### config.mk
export PLATFORM = sky130hd
export DESIGN_NAME = note_recorder_flat
export DESIGN_NICKNAME = d
export VERILOG_FILES = /design/src/rtl/note_recorder_if.sv /design/src/rtl/note_recorder.sv /design/src/flat_wrapper.sv
export SDC_FILE = /design/constraint.sdc
export NUM_CORES = 1
export LEC_CHECK = 0
export ABC_AREA = 1
export BUFFER_PORTS_ARGS = -buffer_cell sky130_fd_sc_hd__buf_4
export CELL_PAD_IN_SITES_DETAIL_PLACEMENT = 0
export CELL_PAD_IN_SITES_GLOBAL_PLACEMENT = 1
export CORE_MARGIN = 10
export CORE_UTILIZATION = 30
export CTS_CLUSTER_DIAMETER = 200
export CTS_CLUSTER_SIZE = 16
export DETAILED_ROUTE_END_ITERATION = 6
export PLACE_DENSITY_LB_ADDON = 0.1
export SYNTH_ARGS = -nofsm -noshare
export SYNTH_HDL_FRONTEND = slang
export SYNTH_SLANG_ARGS = --single-unit
### constraint.sdc
create_clock -name clk -period 4 [get_ports clk]
set_input_delay 0.6 -clock clk [delete_from_list [all_inputs] [get_ports clk]]
set_output_delay 0.6 -clock clk [all_outputs]
set_load 0.005 [all_outputs]
### src/rtl/note_recorder_if.sv
// -----------------------------------------------------------------------------
// note_recorder_if
// Write port toward the note RAM: one strobe, one address, one 15-bit note
// word {note_hz[13:0], note_pause}.
//   master : the recorder (drives wr_en/wr_addr/wr_data)
//   slave  : the RAM side (samples them)
// -----------------------------------------------------------------------------
interface note_recorder_if #(
  parameter int ADDR_W = 10
);
  logic              wr_en;
  logic [ADDR_W-1:0] wr_addr;
  logic [14:0]       wr_data;

  modport master (output wr_en, output wr_addr, output wr_data);
  modport slave  (input  wr_en, input  wr_addr, input  wr_data);
endinterface

### src/rtl/note_recorder.sv
// -----------------------------------------------------------------------------
// note_recorder
// Measures a square-wave tone on a fixed beat grid and writes one note word per
// beat slot into a note RAM, using the Buzzer encoding:
//   note_hz    = half-period in measurement ticks minus 1 (14'h3FFF = rest)
//   note_pause = 1 when the tone stopped before the second half of the slot
//
// Ports
//   clk      system clock
//   rst      asynchronous active-high reset
//   start    one-cycle pulse, begins a recording at address 0
//   stop     one-cycle pulse, ends the recording after the current slot
//   tone_in  asynchronous square-wave input
//   wr       note RAM write port (note_recorder_if.master)
//   busy     recording in progress (ARM or RECORD)
//   done     recording finished (DONE)
//   count    number of words written so far
//
// Build option
//   NOTE_RECORDER_ARM_EN : when defined, start first waits in ARM for the
//   first tone edge so that leading silence is not recorded.
// -----------------------------------------------------------------------------
module note_recorder #(
  parameter int TICK_DIV    = 8,
  parameter int SLOT_CYCLES = 16_666_666,
  parameter int LENGTH      = 783,
  parameter int ADDR_W      = 10
) (
  input  logic              clk,
  input  logic              rst,
  input  logic              start,
  input  logic              stop,
  input  logic              tone_in,
  note_recorder_if.master   wr,
  output logic              busy,
  output logic              done,
  output logic [ADDR_W-1:0] count
);

  localparam int PW = (TICK_DIV > 1) ? $clog2(TICK_DIV) : 1;
  localparam int SW = (SLOT_CYCLES > 1) ? $clog2(SLOT_CYCLES) : 1;
  localparam logic [PW-1:0]     PRESC_LAST = PW'(TICK_DIV - 1);
  localparam logic [SW-1:0]     SLOT_LAST  = SW'(SLOT_CYCLES - 1);
  localparam logic [SW-1:0]     SLOT_HALF  = SW'(SLOT_CYCLES / 2);
  localparam logic [ADDR_W-1:0] LEN_A      = ADDR_W'(LENGTH);
  localparam logic [13:0]       HP_MAX     = 14'h3FFF;

`ifdef NOTE_RECORDER_ARM_EN
  typedef enum logic [1:0] {S_IDLE, S_ARM, S_RECORD, S_DONE} state_t;
`else
  typedef enum logic [1:0] {S_IDLE, S_RECORD, S_DONE} state_t;
`endif

  state_t            state_q, state_d;
  logic              s1_q, s2_q, s3_q;
  logic [PW-1:0]     presc_q, presc_d;
  logic [13:0]       hp_cnt_q, hp_cnt_d;
  logic [13:0]       meas_q, meas_d;
  logic              meas_valid_q, meas_valid_d;
  logic              prev_valid_q, prev_valid_d;
  logic [SW-1:0]     slot_cnt_q, slot_cnt_d;
  logic              any_edge_q, any_edge_d;
  logic              late_edge_q, late_edge_d;
  logic              stop_req_q, stop_req_d;
  logic [ADDR_W-1:0] count_q, count_d;
  logic              wr_en_q, wr_en_d;
  logic [ADDR_W-1:0] wr_addr_q, wr_addr_d;
  logic [14:0]       wr_data_q, wr_data_d;

  logic edge_w;
  logic tick;
  logic begin_rec;

  // Both polarities of the synchronized tone count as an edge.
  assign edge_w = s2_q ^ s3_q;

  always_comb begin
    state_d      = state_q;
    presc_d      = presc_q;
    hp_cnt_d     = hp_cnt_q;
    meas_d       = meas_q;
    meas_valid_d = meas_valid_q;
    prev_valid_d = prev_valid_q;
    slot_cnt_d   = slot_cnt_q;
    any_edge_d   = any_edge_q;
    late_edge_d  = late_edge_q;
    stop_req_d   = stop_req_q;
    count_d      = count_q;
    wr_en_d      = 1'b0;
    wr_addr_d    = wr_addr_q;
    wr_data_d    = wr_data_q;
    tick         = 1'b0;
    begin_rec    = 1'b0;

    case (state_q)
      S_IDLE, S_DONE: begin
        if (start) begin
          begin_rec = 1'b1;
        end
      end

`ifdef NOTE_RECORDER_ARM_EN
      S_ARM: begin
        if (stop) begin
          state_d = S_DONE;
        end else if (edge_w) begin
          // The arming edge is the reference for the first half-period.
          state_d      = S_RECORD;
          presc_d      = '0;
          slot_cnt_d   = '0;
          hp_cnt_d     = '0;
          prev_valid_d = 1'b1;
        end
      end
`endif

      S_RECORD: begin
        tick       = (presc_q == PRESC_LAST);
        presc_d    = tick ? '0 : presc_q + PW'(1);
        stop_req_d = stop_req_q | stop;

        // Edge restarts the half-period count; it wins over a same-cycle tick.
        if (edge_w) begin
          if (prev_valid_q) begin
            meas_d       = hp_cnt_q;
            meas_valid_d = 1'b1;
          end
          hp_cnt_d     = '0;
          prev_valid_d = 1'b1;
        end else if (tick && hp_cnt_q != HP_MAX) begin
          hp_cnt_d = hp_cnt_q + 14'd1;
        end

        // The cycle carrying the write strobe decides whether to stop, so the
        // strobe itself is always issued while still in RECORD.
        if (wr_en_q && (count_q == LEN_A || stop_req_q || stop)) begin
          state_d = S_DONE;
        end

        if (slot_cnt_q == SLOT_LAST) begin
          // An edge on this last cycle still belongs to the ending slot, so
          // the word uses the already-updated measurement.
          slot_cnt_d = '0;
          wr_en_d    = 1'b1;
          wr_addr_d  = count_q;
          if (!(any_edge_q | edge_w) || !meas_valid_d) begin
            wr_data_d    = {HP_MAX, 1'b1};
            prev_valid_d = 1'b0;
            meas_valid_d = 1'b0;
          end else begin
            wr_data_d = {(meas_d == 14'd0) ? 14'd0 : meas_d - 14'd1,
                         ~(late_edge_q | (edge_w && slot_cnt_q >= SLOT_HALF))};
          end
          count_d     = count_q + ADDR_W'(1);
          any_edge_d  = 1'b0;
          late_edge_d = 1'b0;
        end else begin
          slot_cnt_d  = slot_cnt_q + SW'(1);
          any_edge_d  = any_edge_q | edge_w;
          late_edge_d = late_edge_q | (edge_w && slot_cnt_q >= SLOT_HALF);
        end
      end

      default: state_d = S_IDLE;
    endcase

    // Start (re)initialises everything; a stop in the same cycle is dropped.
    if (begin_rec) begin
`ifdef NOTE_RECORDER_ARM_EN
      state_d = S_ARM;
`else
      state_d = S_RECORD;
`endif
      count_d      = '0;
      slot_cnt_d   = '0;
      presc_d      = '0;
      hp_cnt_d     = '0;
      meas_d       = '0;
      meas_valid_d = 1'b0;
      prev_valid_d = 1'b0;
      any_edge_d   = 1'b0;
      late_edge_d  = 1'b0;
      stop_req_d   = 1'b0;
    end
  end

  always_ff @(posedge clk or posedge rst) begin
    if (rst) begin
      state_q      <= S_IDLE;
      s1_q         <= 1'b0;
      s2_q         <= 1'b0;
      s3_q         <= 1'b0;
      presc_q      <= '0;
      hp_cnt_q     <= '0;
      meas_q       <= '0;
      meas_valid_q <= 1'b0;
      prev_valid_q <= 1'b0;
      slot_cnt_q   <= '0;
      any_edge_q   <= 1'b0;
      late_edge_q  <= 1'b0;
      stop_req_q   <= 1'b0;
      count_q      <= '0;
      wr_en_q      <= 1'b0;
      wr_addr_q    <= '0;
      wr_data_q    <= '0;
    end else begin
      state_q      <= state_d;
      s1_q         <= tone_in;
      s2_q         <= s1_q;
      s3_q         <= s2_q;
      presc_q      <= presc_d;
      hp_cnt_q     <= hp_cnt_d;
      meas_q       <= meas_d;
      meas_valid_q <= meas_valid_d;
      prev_valid_q <= prev_valid_d;
      slot_cnt_q   <= slot_cnt_d;
      any_edge_q   <= any_edge_d;
      late_edge_q  <= late_edge_d;
      stop_req_q   <= stop_req_d;
      count_q      <= count_d;
      wr_en_q      <= wr_en_d;
      wr_addr_q    <= wr_addr_d;
      wr_data_q    <= wr_data_d;
    end
  end

  assign wr.wr_en   = wr_en_q;
  assign wr.wr_addr = wr_addr_q;
  assign wr.wr_data = wr_data_q;
  assign count      = count_q;
  assign done       = (state_q == S_DONE);
`ifdef NOTE_RECORDER_ARM_EN
  assign busy       = (state_q == S_RECORD) || (state_q == S_ARM);
`else
  assign busy       = (state_q == S_RECORD);
`endif

endmodule
### src/flat_wrapper.sv
// flat-port wrapper written by rule: the top's interface ports become plain ports
module note_recorder_flat 
#(
  parameter int TICK_DIV    = 8,
  parameter int SLOT_CYCLES = 16_666_666,
  parameter int LENGTH      = 783,
  parameter int ADDR_W      = 10
)
  (clk, rst, start, stop, tone_in, busy, done, count, wr_wr_en, wr_wr_addr, wr_wr_data);
  note_recorder_if #(.ADDR_W(ADDR_W)) wr_i ();
  input  logic clk;
  input  logic rst;
  input  logic start;
  input  logic stop;
  input  logic tone_in;
  output logic busy;
  output logic done;
  output logic [ADDR_W-1:0] count;
  output wire logic [$bits(wr_i.wr_en)-1:0] wr_wr_en;
  output wire logic [$bits(wr_i.wr_addr)-1:0] wr_wr_addr;
  output wire logic [$bits(wr_i.wr_data)-1:0] wr_wr_data;
  assign wr_wr_en = wr_i.wr_en;
  assign wr_wr_addr = wr_i.wr_addr;
  assign wr_wr_data = wr_i.wr_data;
  note_recorder #(.TICK_DIV(TICK_DIV), .SLOT_CYCLES(SLOT_CYCLES), .LENGTH(LENGTH), .ADDR_W(ADDR_W)) u_core (.clk(clk), .rst(rst), .start(start), .stop(stop), .tone_in(tone_in), .wr(wr_i), .busy(busy), .done(done), .count(count));
endmodule
Word level (Yosys, flattened, before mapping)
Index checks and enable logic that the tools add are counted.
Storage, ports and cells
  word-level logic and storage cells: 101
  bits in registers: 101
Operators by class
  mux-type cells: 47
  order comparisons: 1
  add/sub/neg operators: 5
  reductions and logical operators: 18
  bitwise logic cells: 5
  eq/ne operators: 8
Operators by type and width (count)
  two-way mux 14 bit: 10
  two-way mux 24 bit: 3
  two-way mux 10 bit: 3
  adder 24 x 1 -> 24 bit (second input constant): 1
  == test 24 bit (second input constant): 1
  greater-or-equal comparator 24 x 23 -> 1 bit (second input constant): 1
  two-way mux 1 bit: 24
  two-way mux 15 bit: 1
  adder 14 x 1 -> 14 bit (second input constant): 1
  logical NOT 14 bit: 1
  inequality test 14 bit (second input constant): 1
  subtractor 14 x 1 -> 14 bit (second input constant): 1
  adder 10 x 1 -> 10 bit (second input constant): 1
  == test 10 bit (second input constant): 1
  two-way mux 3 bit: 3
  AND reduction 2 bit: 4
  two-way mux 2 bit: 2
  case mux 2 bit (2 select lines): 1
  nonzero test 2 bit: 2
  adder 3 x 1 -> 3 bit (second input constant): 1
  == test 3 bit (second input constant): 1
  logical AND 1 bit: 3
  logical OR 1 bit: 3
  inequality test 3 x 1 -> 1 bit (second input constant): 1
  other kinds (10): 13

Longest topological paths before layout
  depth after elaboration: 9
  depth in mapped cells: 17
  mapped depth without buffers: 15

Least setup slack after synthesis
Ideal clock, no wire load.
  path kind: reg-to-reg
  from: register u_core.s2_q
  to: register u_core.wr_data_q[5] (netlist: u_core.wr.wr_data[5])
  arrival: 1.720 ns
  cell stages (with the launch flop): 15
  period minus slack after synthesis: 1.846 ns
  slack: 2.154 ns
  library setup time: 0.126 ns
  cells stage by stage: dfrtp_1 -> inv_1 -> nand2_1 -> nand2_4 -> buf_12 -> nand2_1 -> nand2_2 -> ha_1 -> inv_1 -> nor2_2 -> nand2_1 -> inv_1 -> nor2_1 -> o21ai_0 -> a21oi_1
Between the ends
  longest elaborated chain between the ends: 6
RTL lines
  start, declared: line note_recorder.sv:55  | logic s1_q, s2_q, s3_q;
  start signal, assigned: line note_recorder.sv:209  | s2_q <= s1_q;
  XOR 1 bit *: line note_recorder.sv:75  | assign edge_w = s2_q ^ s3_q;
  two-way mux 14 bit / two-way mux 1 bit (equally long branches): line note_recorder.sv:123  | if (edge_w) begin
  two-way mux 14 bit / two-way mux 1 bit (equally long branches): line note_recorder.sv:95  | case (state_q)
  subtractor 14 x 1 -> 14 bit, or another cell as far along: line note_recorder.sv:151  | wr_data_d = {(meas_d == 14'd0) ? 14'd0 : meas_d - 14'd1,
  two-way mux 14 bit / logical OR 1 bit (equally long branches): line note_recorder.sv:151, note_recorder.sv:146
  two-way mux 15 bit *: line note_recorder.sv:146  | if (!(any_edge_q | edge_w) || !meas_valid_d) begin
  end signal, assigned: line note_recorder.sv:223  | wr_data_q <= wr_data_d;
  end, declared: line note_recorder.sv:68  | logic [14:0] wr_data_q, wr_data_d;
Mark *: on every way between the ends. The rest lies on a longest branch, timed or not. The select of a mux whose other input is x is not followed.
A chain may end at the register's enable or synchronous reset.

Worst setup path in the final report
  from: register u_core.state_q[0]
  to: register u_core.hp_cnt_q[13]
Between the ends
  longest elaborated chain between the ends: 5
RTL lines
  start, declared: line note_recorder.sv:54  | state_t state_q, state_d;
  start signal, assigned: line note_recorder.sv:207  | state_q <= state_d;
  == test 2 bit / logical NOT 2 bit (equally long branches): line note_recorder.sv:95
  OR reduction 2 bit: line note_recorder.sv:95
  two-way mux 1 bit: line note_recorder.sv:95
  nonzero test 3 bit (no source line) / nonzero test 2 bit (equally long branches)
  AND reduction 2 bit (no source line)
  end signal, assigned: line note_recorder.sv:212  | hp_cnt_q <= hp_cnt_d;
  end, declared: line note_recorder.sv:57  | logic [13:0] hp_cnt_q, hp_cnt_d;
Several ways; a longest one is shown, not always the timed one.

==> results.json <==
{
  "status": "finished, final reports clean",
  "pwr_density_cell_nw_per_um2": 337,
  "yosysWarningCount": 0,
  "cts-root-buf": "clkbuf_16",
  "n_fill_cell": 2111,
  "gr-usage-all-layers": 0.130,
  "synth_area_leader_cell": "dfrtp_1",
  "fin_crit_ps": 2450,
  "fin_nets": 846,
  "fin_tns_setup_ps": 0,
  "dp_cells": 1086,
  "overflow": 0,
  "first_iter_violations": 297,
  "async_reset_ff_frac": 1.00,
  "syn_area_per_cell_um2": 7.50,
  "cts_buffers": 9,
  "yosysMostFrequentCell": "nand2_1",
  "start_util": 0.306,
  "setup_viol": 0,
  "vias_per_cell": 4.72,
  "core_um2": 19500,
  "syn_to_final_growth_pct": 14.3,
  "routed_wl_mm": 16.7,
  "grt_pass1_vias": 5108,
  "met3_usage": 0.0275,
  "top_level_ports": 43,
  "finish.utilization": 0.350,
  "placed_cell_area_um2": 6500,
  "cpLargestDelayFamily": "simple AND/OR/NAND/NOR gates",
  "design_area_um2": 6830,
  "grt_max_degree": 72,
  "cp_slowest_cell": "nand2_1",
  "cts_sinks": 101,
  "relSlewSlack": 0.369,
  "ys_seq_elements": 101,
  "crit_top_cell": "nand2_1",
  "rows": 51,
  "final-max-slew-violation-count": 0,
  "top_usage_layer": "met2",
  "layout_setup_ws_ps": 1550,
  "drive_gt1_frac": 0.155,
  "htreeDepth": 3,
  "worstSkewPairLatency_ps": 360,
  "dieArea_um2": 26000,
  "antenna_found_initial": 0,
  "hold_depth": 0,
  "timing.fmax_mhz": 408,
  "maxCapViolations": 0,
  "hold-worst-slack_ps": 363,
  "final_cells": 1102,
  "cts_tree": "yes",
  "rsz0062_at_grt": "false",
  "drc": 0,
  "dp_slack_ps": 1310,
  "end_kind": "flip-flop",
  "fp.dieH_um": 161,
  "worst-setup-path-type": "reg -> reg",
  "post-cts-setup-buffers": 0,
  "slowest_delay_ps": 510,
  "synthesis.nets": 811,
  "synth_cell_type_count": 39,
  "worstSetupPathDepth": 10,
  "p_total_mw": 2.30,
  "ys.flop_type": "dfrtp_1",
  "netlist_area_um2": 5980,
  "cp_cell_sequence": "inv_2 > nor2_8 > inv_2 > nand2_4 > nand3_2 > nand2_1 > nand3_1 > nand2_1 > nand2_1 > nor2_1",
  "clkTransAtPathRegs_ps": 80,
  "worst_pin_slew_ps": 947,
  "critPathBufInv": 2,
  "ys_seq_area_frac": 0.423,
  "synth_area_leaders": "dfrtp_1 42%, nand2_1 13%, nor2_1 5.3%",
  "netlist_instances": 797,
  "synth_edf_count": 0,
  "die_w_um": 161,
  "crit_arrival_ps": 2740,
  "finalHoldViolCount": 0,
  "grt_util_met2": 0.215,
  "path_max_fanout": 27,
  "ctsResizeCount": 0,
  "wire_per_inst_um": 15.1,
  "leakage_nw": 3.31,
  "synth_top_area_share": 0.423,
  "ir_drop_v": 0.000182,
  "vias": 5199,
  "port_buffers": 42,
  "min_period_over_period": 0.613,
  "finalClockSkew_ps": 11.9,
  "gp_congestion": 0.840,
  "cts_hold_buf": 0,
  "grt_pass1_wl_mm": 27.5,
  "worstPathRequired_ps": 4290,
  "r2r_cells": 10,
  "ys_top_cells_by_count": "208 x nand2_1, 101 x dfrtp_1, 84 x nor2_1",
  "hold_path.class": "reg -> reg",
  "dr.pass1.iters": 4,
  "ctsLongestPathBuffers": 2,
  "place_hpwl_mm": 12.4,
  "diodes": 0,
  "cp-start-kind": "flip-flop",
  "drtAntennaViolNets": 0,
  "use_met1": 0.169
}
[layout by cell type (no fill, tap or decap), drive strengths merged]
master | netlist | final
ha | 9 | 9
o41ai | 1 | 1
bufinv | 0 | 2
nand3 | 60 | 60
buf | 17 | 44
xnor2 | 1 | 1
a21oi | 43 | 43
o21ai | 63 | 63
a22oi | 2 | 2
o22ai | 4 | 4
o22a | 1 | 1
o21a | 6 | 6
nand4 | 14 | 14
nor4 | 6 | 6
a22o | 2 | 2
a211oi | 1 | 1
dfrtp | 101 | 101
xor2 | 8 | 8
nor2 | 106 | 106
nand3b | 1 | 1
nand2 | 235 | 235
o31ai | 1 | 1
inv | 93 | 97
clkbuf | 3 | 9
a31oi | 2 | 2
clkinv | 0 | 1
nor3 | 17 | 17
[layout make-up]
type                    instances  area [um2]  share of cell area
clock buffers                   9         225              0.0330
clock inverters                 7         104              0.0152
inverters                      93         352              0.0515
multi-input cells             583        2960               0.434
flip-flops and latches        101        2530               0.370
well taps                     265         332              0.0485
repair buffers                 44         330              0.0483
[report_power, final]
group	total, mW	internal (mW)	switching [mW]
registers	1.06	1.04	0.0208
logic	0.248	0.0750	0.173
clock network	0.996	0.560	0.437
total	2.30	1.67	0.630
[flip-flops by register name, indices dropped and copies added, names as in the netlist, 2 cells and up]
name,flops
u_core.meas_q,14
u_core.hp_cnt_q,14
u_core.wr.wr_data,15
u_core.state_q,2
u_core.wr.wr_addr,10
u_core.presc_q,3
u_core.count,10
u_core.slot_cnt_q,24
[cells by family (layout without fill, tap and decap cells)]
family | Yosys count | after routing | synth area share
fa+ha+maj | 9 | 9 | 0.0188
buf+inv | 113 | 153 | 0.0818
compound gates | 126 | 126 | 0.115
xor+xnor | 9 | 9 | 0.0132
simple gates | 439 | 439 | 0.348
flops | 101 | 101 | 0.423
[routing by layer]
layer | share of wire | vias to the layer above
met4 | 0.0098 | 0
met1 | 0.47 | 2460
met5 | 0 | -
li1 | - | 2646
met2 | 0.48 | 81
met3 | 0.036 | 12
[path summary, 6_finish.rpt]
kind                                               start                                to  slack (ps)
hold / removal                     u_core.s1_q$_DFF_PP0_             u_core.s2_q$_DFF_PP0_         360
hold reg to reg                    u_core.s1_q$_DFF_PP0_             u_core.s2_q$_DFF_PP0_         360
min in group asynchronous                            rst  u_core.wr.wr_data[0]$_DFFE_PP0P_         450
setup reg to reg           u_core.state_q[0]$_DFFE_PP0P_   u_core.hp_cnt_q[13]$_DFFE_PP0P_        1550
max in group asynchronous                            rst   u_core.hp_cnt_q[12]$_DFFE_PP0P_        2560
setup / recovery           u_core.state_q[0]$_DFFE_PP0P_   u_core.hp_cnt_q[13]$_DFFE_PP0P_        1550
No activity file was read; power rests on OpenSTA's default activity.
